<file path="src/rtl/eth_pkg.sv">
// Shared Ethernet definitions: CRC-32 constants, the fcs_tx state encoding and
// the per-dibit CRC next-state function (also used by the receive-side cksum).
package eth_pkg;

    localparam logic [31:0] CRC_POLY   = 32'h04C1_1DB7;
    localparam logic [31:0] CRC_INIT   = 32'hFFFF_FFFF;
    localparam int          FCS_DIBITS = 16;

    typedef enum logic [2:0] {
        IDLE,
        DATA,
        PAD,
        FCS,
        IFG
    } fcs_tx_state_t;

    // Non-reflected, MSB-first: d[1] is earlier on the wire, so it shifts in first.
    function automatic logic [31:0] crc32_dibit(input logic [31:0] crc, input logic [1:0] d);
        logic [31:0] c;
        c = crc;
        for (int i = 1; i >= 0; i--) begin
            if (c[31] ^ d[i]) c = {c[30:0], 1'b0} ^ CRC_POLY;
            else              c = {c[30:0], 1'b0};
        end
        return c;
    endfunction

endpackage

</file>
<file path="src/rtl/crc32_dibit_step.sv">
// Combinational one-dibit CRC-32 step; shared between fcs_tx and cksum.
module crc32_dibit_step
    import eth_pkg::*;
(
    input  logic [31:0] crc,
    input  logic [1:0]  d,
    output logic [31:0] crc_next
);

    assign crc_next = crc32_dibit(crc, d);

endmodule

</file>
<file path="src/rtl/fcs_tx.sv">
// Transmit FCS inserter: passes a dibit frame through, zero-pads it to the
// minimum length, appends ~CRC-32 MSB dibit first and then holds the IFG.
module fcs_tx
    import eth_pkg::*;
#(
    parameter int IFG_DIBITS = 48,
    parameter int PAD_EN     = 1,
    parameter int MIN_DIBITS = 240
) (
    input  logic       clk,
    input  logic       rst_n,
    input  logic       axiiv,
    input  logic [1:0] axiid,
    output logic       axiir,
    output logic       axiov,
    output logic [1:0] axiod,
    output logic       err
);

    localparam int              CW       = $clog2(MIN_DIBITS + 1);
    localparam int              GW       = $clog2(IFG_DIBITS + 1);
    localparam logic [CW-1:0]   CNT_MIN  = CW'(MIN_DIBITS);
    localparam logic [GW-1:0]   GAP_LAST = GW'(IFG_DIBITS - 1);
    localparam logic [3:0]      FCS_LAST = 4'(FCS_DIBITS - 1);

    fcs_tx_state_t   state;
    logic [31:0]     crc;
    logic [31:0]     crc_step;
    logic [31:0]     fcs_sr;
    logic [CW-1:0]   cnt;
    logic [GW-1:0]   gap;
    logic [3:0]      idx;
    logic [1:0]      step_d;
    logic            pad_now;
    logic            in_frame;

    assign in_frame = (state == IDLE) || (state == DATA);
    assign pad_now  = (PAD_EN != 0) && (cnt < CNT_MIN);

    // The DATA->PAD transition already emits the first zero pad dibit.
    assign step_d = ((state == PAD) || ((state == DATA) && !axiiv)) ? 2'b00 : axiid;

    crc32_dibit_step u_step (
        .crc      (crc),
        .d        (step_d),
        .crc_next (crc_step)
    );

    // NOTE: non-blocking throughout, so every branch reads the pre-edge crc/cnt values.
    always_ff @(posedge clk or negedge rst_n) begin
        if (!rst_n) begin
            state  <= IDLE;
            crc    <= CRC_INIT;
            cnt    <= '0;
            gap    <= '0;
            idx    <= '0;
            fcs_sr <= '0;
            axiov  <= 1'b0;
            axiod  <= 2'b00;
            axiir  <= 1'b1;
            err    <= 1'b0;
        end else begin
            err <= axiiv && !in_frame;
            case (state)
                IDLE: begin
                    axiov <= axiiv;
                    axiod <= axiiv ? axiid : 2'b00;
                    if (axiiv) begin
                        crc   <= crc_step;
                        cnt   <= CW'(1);
                        state <= DATA;
                    end
                end
                DATA: begin
                    if (axiiv) begin
                        axiov <= 1'b1;
                        axiod <= axiid;
                        crc   <= crc_step;
                        if (cnt != CNT_MIN) cnt <= cnt + CW'(1);
                    end else if (pad_now) begin
                        axiov <= 1'b1;
                        axiod <= 2'b00;
                        crc   <= crc_step;
                        cnt   <= cnt + CW'(1);
                        axiir <= 1'b0;
                        state <= PAD;
                    end else begin
                        axiov  <= 1'b1;
                        axiod  <= ~crc[31:30];
                        fcs_sr <= {~crc[29:0], 2'b00};
                        idx    <= '0;
                        axiir  <= 1'b0;
                        state  <= FCS;
                    end
                end
                PAD: begin
                    if (cnt == CNT_MIN) begin
                        axiod  <= ~crc[31:30];
                        fcs_sr <= {~crc[29:0], 2'b00};
                        idx    <= '0;
                        state  <= FCS;
                    end else begin
                        axiod <= 2'b00;
                        crc   <= crc_step;
                        cnt   <= cnt + CW'(1);
                    end
                end
                FCS: begin
                    if (idx == FCS_LAST) begin
                        axiov <= 1'b0;
                        axiod <= 2'b00;
                        gap   <= '0;
                        state <= IFG;
                    end else begin
                        axiod  <= fcs_sr[31:30];
                        fcs_sr <= {fcs_sr[29:0], 2'b00};
                        idx    <= idx + 4'd1;
                    end
                end
                IFG: begin
                    if (gap == GAP_LAST) begin
                        crc   <= CRC_INIT;
                        cnt   <= '0;
                        axiir <= 1'b1;
                        state <= IDLE;
                    end else begin
                        gap <= gap + GW'(1);
                    end
                end
                default: state <= IDLE;
            endcase
        end
    end

endmodule

</file>
<file path="config.mk">
export PLATFORM = sky130hd
export DESIGN_NAME = fcs_tx
export DESIGN_NICKNAME = d
export VERILOG_FILES = /design/src/rtl/eth_pkg.sv /design/src/rtl/crc32_dibit_step.sv /design/src/rtl/fcs_tx.sv
export SDC_FILE = /design/constraint.sdc
export NUM_CORES = 1
export LEC_CHECK = 0
export BUFFER_PORTS_ARGS = -buffer_cell sky130_fd_sc_hd__buf_2
export CAP_MARGIN = 20
export CORE_ASPECT_RATIO = 1.1
export CORE_MARGIN = 1
export CORE_UTILIZATION = 67
export DETAILED_ROUTE_END_ITERATION = 6
export PLACE_DENSITY = 0.92
export SYNTH_ARGS = -nofsm -noshare
export SYNTH_HDL_FRONTEND = slang
export SYNTH_SLANG_ARGS = --single-unit
</file>
<file path="constraint.sdc">
create_clock -name clk -period 5.3 [get_ports clk]
set_input_delay 1.06 -clock clk [delete_from_list [all_inputs] [get_ports clk]]
set_output_delay 1.06 -clock clk [all_outputs]
set_load 0.02 [all_outputs]
</file>
After elaboration in Yosys (flattened, before gate mapping)
Index checks and enable logic that the tools add are counted.
{ "word_totals": {"reg_bits": 90, "input_bits": 5, "output_inout_bits": 5, "elab_cells": 106} }
{ "op_classes": {"add_sub_neg": 3, "order_cmp": 1, "eq_ne": 19, "n_mux": 47, "n_bitwise": 6, "reduce_logical": 20} }
{ "ops": {"columns": ["operator", "n"], "rows": [
  ["2-to-1 mux 32 bit", 9],
  ["case mux 32 bit (4 select lines)", 1],
  ["case mux 32 bit (3 select lines)", 1],
  ["2-to-1 mux 27 bit", 2],
  ["2-to-1 mux 8 bit", 6],
  ["case mux 8 bit (4 select lines)", 1],
  ["NOT 30 bit", 1],
  ["NOT 14 bit", 2],
  ["2-to-1 mux 4 bit", 4],
  ["inequality test 2 bit, second input constant", 8],
  ["2-to-1 mux 3 bit", 5],
  ["case mux 3 bit (5 select lines)", 1],
  ["AND reduction 5 bit", 3],
  ["2-to-1 mux 2 bit", 6],
  ["2-to-1 mux 6 bit", 2],
  ["case mux 4 bit (3 select lines)", 1],
  ["case mux 6 bit (2 select lines)", 1],
  ["adder 8 x 1 -> 8 bit, second input constant", 1],
  ["== test 8 bit, second input constant", 1],
  ["less-than comparator 8 bit, second input constant", 1],
  ["inequality test 8 bit, second input constant", 1],
  ["case mux 2 bit (4 select lines)", 1],
  ["nonzero test 4 bit", 2],
  ["adder 6 x 1 -> 6 bit, second input constant", 1],
  ["23 further kinds", 34]
]} }

Depth between registers and ports, before layout
{ "logic_depth": {"ltp_word": 11, "mapped_depth": 8, "depth_no_buf": 6} }

Modules after synthesis
A second synthesis with hierarchy kept.
{ "hier_totals": {"hier_cells": 508, "area_unflattened_um2": 4598.2} }
{ "modules_own_cells": {"columns": ["mod", "instances", "cells_each", "area_per_inst_um2", "seq_area_each_um2"], "rows": [
  ["fcs_tx", 1, 472, 4184.0, 2243.4],
  ["crc32_dibit_step", 1, 36, 414.1, 0.0]
]} }

Least setup slack after synthesis
OpenSTA, ideal clock, no wires.
{ "synth_timing": {"path_type": "input-to-reg", "from": "input port axiiv", "to": "register crc[12]", "setup_time_ns": 0.075, "arrival_ns": 2.548, "path_slack_ns": 2.677, "stages": 6, "path_buffers": 1, "path_cell_list": "or4b_4 -> nand3_4 -> xor2_4 -> buf_12 -> xnor3_1 -> a2bb2oi_1"} }
{ "synth_via": {"elab_chain_cells": 11} }
{ "synth_lines": {"columns": ["item", "line_no", "text"], "rows": [
  ["start: declaration", "fcs_tx.sv:12", "input logic axiiv,"],
  ["zero test 1 bit", "fcs_tx.sv:41", "assign step_d = ((state == PAD) || ((state == DATA) && !axiiv)) ? 2'b00 : axiid;"],
  ["logical AND 1 bit", "fcs_tx.sv:41", null],
  ["logical OR 1 bit", "fcs_tx.sv:41", null],
  ["2-to-1 mux 2 bit", "fcs_tx.sv:41", null],
  ["XOR 1 bit", "eth_pkg.sv:22", "if (c[31] ^ d[i]) c = {c[30:0], 1'b0} ^ CRC_POLY;"],
  ["2-to-1 mux 27 bit", "eth_pkg.sv:22", null],
  ["NOT 14 bit (no source line)", null, null],
  ["2-to-1 mux 27 bit", "eth_pkg.sv:22", null],
  ["2-to-1 mux 32 bit", "fcs_tx.sv:80", "end else if (pad_now) begin"],
  ["2-to-1 mux 32 bit", "fcs_tx.sv:75", "if (axiiv) begin"],
  ["case mux 32 bit (4 select lines)", "fcs_tx.sv:64", "case (state)"],
  ["end signal: assignment", "fcs_tx.sv:69", "crc <= crc_step;"],
  ["end signal: assignment", "fcs_tx.sv:78", "crc <= crc_step;"],
  ["end signal: assignment", "fcs_tx.sv:83", "crc <= crc_step;"],
  ["end: declaration", "fcs_tx.sv:27", "logic [31:0] crc;"]
]} }
Several ways; a longest one is shown, not always the timed one. The select of a mux whose other input is x is not followed.
A chain may end at the register's enable or synchronous reset.

Worst setup path in the final report
{ "layout_timing": {"from": "input port axiiv", "to": "register crc[11]"} }
Same word-level chain as after synthesis.

==> impl_summary.log <==
INFO  metric status = finished, final reports clean
INFO  metric grt_pass1_wl = 14.63 mm
INFO  metric synth.cell_area = 0.004456 mm2
INFO  metric placeable_area = 0.006306 mm2
INFO  metric cell_leakage_power = 2.083 nW
INFO  metric netlist_instances = about 460
INFO  metric cts_max_path_buffers = 2
INFO  metric tritoncts_num_sinks = 88
INFO  metric boundaryPins = 10
INFO  metric first_pass_iters = 4
INFO  metric initialDrtViolationCount = about 310
INFO  metric hold_viol = 0
INFO  metric grt_setup_unrepaired = false
INFO  metric fin_util = between 70% and 80%
INFO  metric drt_wl_total = roughly 8.9 mm
INFO  metric postRouteAntennaNets = 0
INFO  metric initial_core_util = 70.65%
INFO  metric end_kind = register
INFO  metric post_route_clock_period_utilization = 54.50%
INFO  metric die_height = a little under 90 um
INFO  metric yosys_register_bits = 88
INFO  metric io_buffers = 9
INFO  metric power_density = 455.8 mW/mm2
INFO  metric ctsRootBufferMaster = sky130_fd_sc_hd__clkbuf_8
INFO  metric cts_hold_repair.buffers = 0
INFO  metric r2r-start = state[1]
INFO  metric synth_nets = 473
INFO  metric finalClockSkew = 0.008877 ns
INFO  metric placed_cell_area = 0.004466 mm2
INFO  metric max_cap_violations = 0
INFO  metric rr_endpoint = cnt[0]
INFO  metric die_area = 0.006980 mm2
INFO  metric tritoncts = built
INFO  metric num_antenna_cells = 0
INFO  metric finalWorstPathRequiredPeriod = 2.889 ns
INFO  metric synth_enable_flop_cells = 0
INFO  metric post-route-cell-area = 0.004728 mm2
INFO  metric routed_via_count_divided_by_cell_count = between 6 and 7
INFO  metric min-delay-start = fcs_sr[5]
INFO  metric grt_max_degree = 95
INFO  metric yosys_most_used_dff = sky130_fd_sc_hd__dfrtp_1
INFO  metric data_required_time_of_the_worst_path = 5.60 ns
INFO  metric worstHoldPathType = reg2reg
INFO  metric wp_data_arrival = about 3.2 ns
INFO  metric final_net_count = 462
INFO  metric yosys_synthesis_warning_count = 0
INFO  metric grt_usage = about 28%
INFO  metric number_of_gates_resized_after_cts = 0
INFO  metric max_slew_margin = 32.17%
INFO  metric worst_hold_check_slack = ~0.49 ns
INFO  metric final-max-slew-violation-count = 0
INFO  metric share_of_post_route_cells_with_drive_strength_above_1 = between 10% and 20%
INFO  metric setup-violations-final = 0
INFO  metric finalWeightedCongestion = about 0.83
INFO  metric setup.reg_to_reg.worst_slack = 2.43 ns
INFO  metric area.growth.synth_to_final = 6.122%
INFO  metric gr_overflow_total = 0
INFO  metric hpwlAfterDp = 5.434 mm
INFO  metric clock_latency = 0.37 ns
INFO  metric critical_path_peak_fanout = 30
INFO  metric cts_max_level = 3
INFO  metric wire_per_inst = 16.59 um
INFO  metric hold-path-cell-count = 2
INFO  metric die_width = 79.75 um
INFO  metric timing.fmax = 346.2 MHz
INFO  metric vias_in_the_first_global_route = around 3,200
INFO  metric whs_endpoint = fcs_sr[5]
INFO  metric initial_antenna_violation_count = 0
INFO  metric drc = 0
INFO  metric via_count = 3,367
INFO  metric post_place_worst_slack = 2.087 ns
INFO  metric worstRegToRegCells = 5
INFO  metric async_flop_share = 100.0%
INFO  metric criticalPathCategory = in2reg
INFO  metric avgSynthCellArea = slightly below 10 um2
INFO  metric postCtsSetupBuffers = 0
INFO  metric fillerInstances = 420
INFO  metric power.ir.vdd_worst = 0.2400 mV
INFO  metric row_count = 30
INFO  metric ys_types = 50
INFO  metric finalSetupTns = 0 ns
INFO  metric path_clk_slew = 0.08 ns
INFO  metric layout_setup_ws = 2.411 ns
INFO  metric cts_inserted_buffers = 9
INFO  metric start_kind = input port
INFO  metric synth-seq-area-share = 50.35%
INFO  metric tightestPinTransition = 1.018 ns
-- layout by cell type (no fill, tap or decap), drive strengths merged, types with 2 or more instances in the layout --
master    n
a21o      2
dfstp    33
buf      14
mux2      3
a31oi    20
nand3    14
a22o      3
xnor3     6
o211ai    4
clkinv    2
dfrtp    55
nor3      3
and2      4
o31ai     4
a211o     3
xnor2     5
mux2i     2
bufinv    3
nand2    45
nor2b     3
ha        4
clkbuf   10
a2bb2oi   7
o21ai    39
and3      6
nor2     55
a211oi    2
inv       4
nand2b    2
xor2     16
a21oi    71
-- flip-flops by register name, indices dropped and copies added, names as in the netlist --
| register | count |
|---|---|
| state | 3 |
| axiir | 1 |
| err | 1 |
| gap | 6 |
| idx | 4 |
| fcs_sr | 30 |
| axiod | 2 |
| axiov | 1 |
| crc | 32 |
| cnt | 8 |
-- final cells by class --
class / instances / area, um2 / area share, %
flip-flops and latches: 88 / 2243 / 47.45
multi-input cells: 336 / 2029 / 42.92
clock buffers: 10 / 127.6 / 2.699
clock inverters: 6 / 107.6 / 2.276
repair buffers: 14 / 105.1 / 2.223
well taps: 80 / 100.1 / 2.117
inverters: 4 / 15.01 / 0.3175
-- layer usage --
metal / up-vias / track usage, % / routed length (um)
met3: 20 / 6.178 / 419
met1: 1632 / 35.09 / 3874
met4: 0 / 11.69 / 208
met2: 106 / 45.69 / 4421
met5: - / 0 / 0
li1: 1609 / - / -
-- where the power goes --
group | leakage (nW) | internal, W | total [W] | switching [W]
combinational | 0.888 | 0.000323 | 0.000563 | 0.000240
sequential | 1.08 | 0.000908 | 0.00104 | 0.000131
clock | 0.116 | 0.000312 | 0.000552 | 0.000241
-- worst max-delay path, cell delays in order --
cell and delay (ns):
sky130_fd_sc_hd__buf_2 0.19, sky130_fd_sc_hd__nor3_1 0.09, sky130_fd_sc_hd__a211oi_1 0.30, sky130_fd_sc_hd__a21o_1 0.13, sky130_fd_sc_hd__buf_4 0.30, sky130_fd_sc_hd__and2_1 0.55, sky130_fd_sc_hd__buf_4 0.36, sky130_fd_sc_hd__a2bb2oi_1 0.19
-- worst max path at each step --
stage          endpoint  slack [ns]      from  cells after the start
6_report        crc[11]        2.41     axiiv                      8
5_1_grt          cnt[0]        2.27  state[1]                      5
4_1_cts         crc[11]        2.44     axiiv                      8
3_5_place_dp    crc[11]        2.09     axiiv                      8
3_3_place_gp    crc[12]        2.18     axiiv                      6
2_1_floorplan   crc[12]        2.68     axiiv                      6
-- Yosys cell counts (all sizes together), types with 6 or more instances --
master	count	share of area (%)
nor2	55	4.6
clkbuf	17	1.4
dfrtp	55	31
nand3	14	1.9
and3	6	0.84
a2bb2oi	7	1.4
xor2	16	3.7
xnor3	6	3.0
o21ai	39	4.4
nand2	45	3.8
a21oi	71	8.0
dfstp	33	19
a31oi	20	2.8
buf	19	2.6
-- stage by stage --
stage / cells / total power [W]
finish: 538 / 0.002155
global route: 538 / 0.002264
detailed placement: 521 / 0.001607
CTS: 537 / 0.002155
global placement: 521 / 0.001573
floorplan: 464 / 0.001510
-- logic make-up (layout without fill, tap and decap cells) --
kind of cell / after synthesis / count (layout) / synth area share [%]
compound gates: 160 / 160 / 20.89
xor+xnor: 27 / 27 / 7.751
fa+ha+maj: 4 / 4 / 1.123
buf+inv: 40 / 34 / 4.380
flops: 88 / 88 / 50.35
mux: 5 / 5 / 1.207
simple gates: 140 / 140 / 14.29
(Power assumes the default switching activity.)
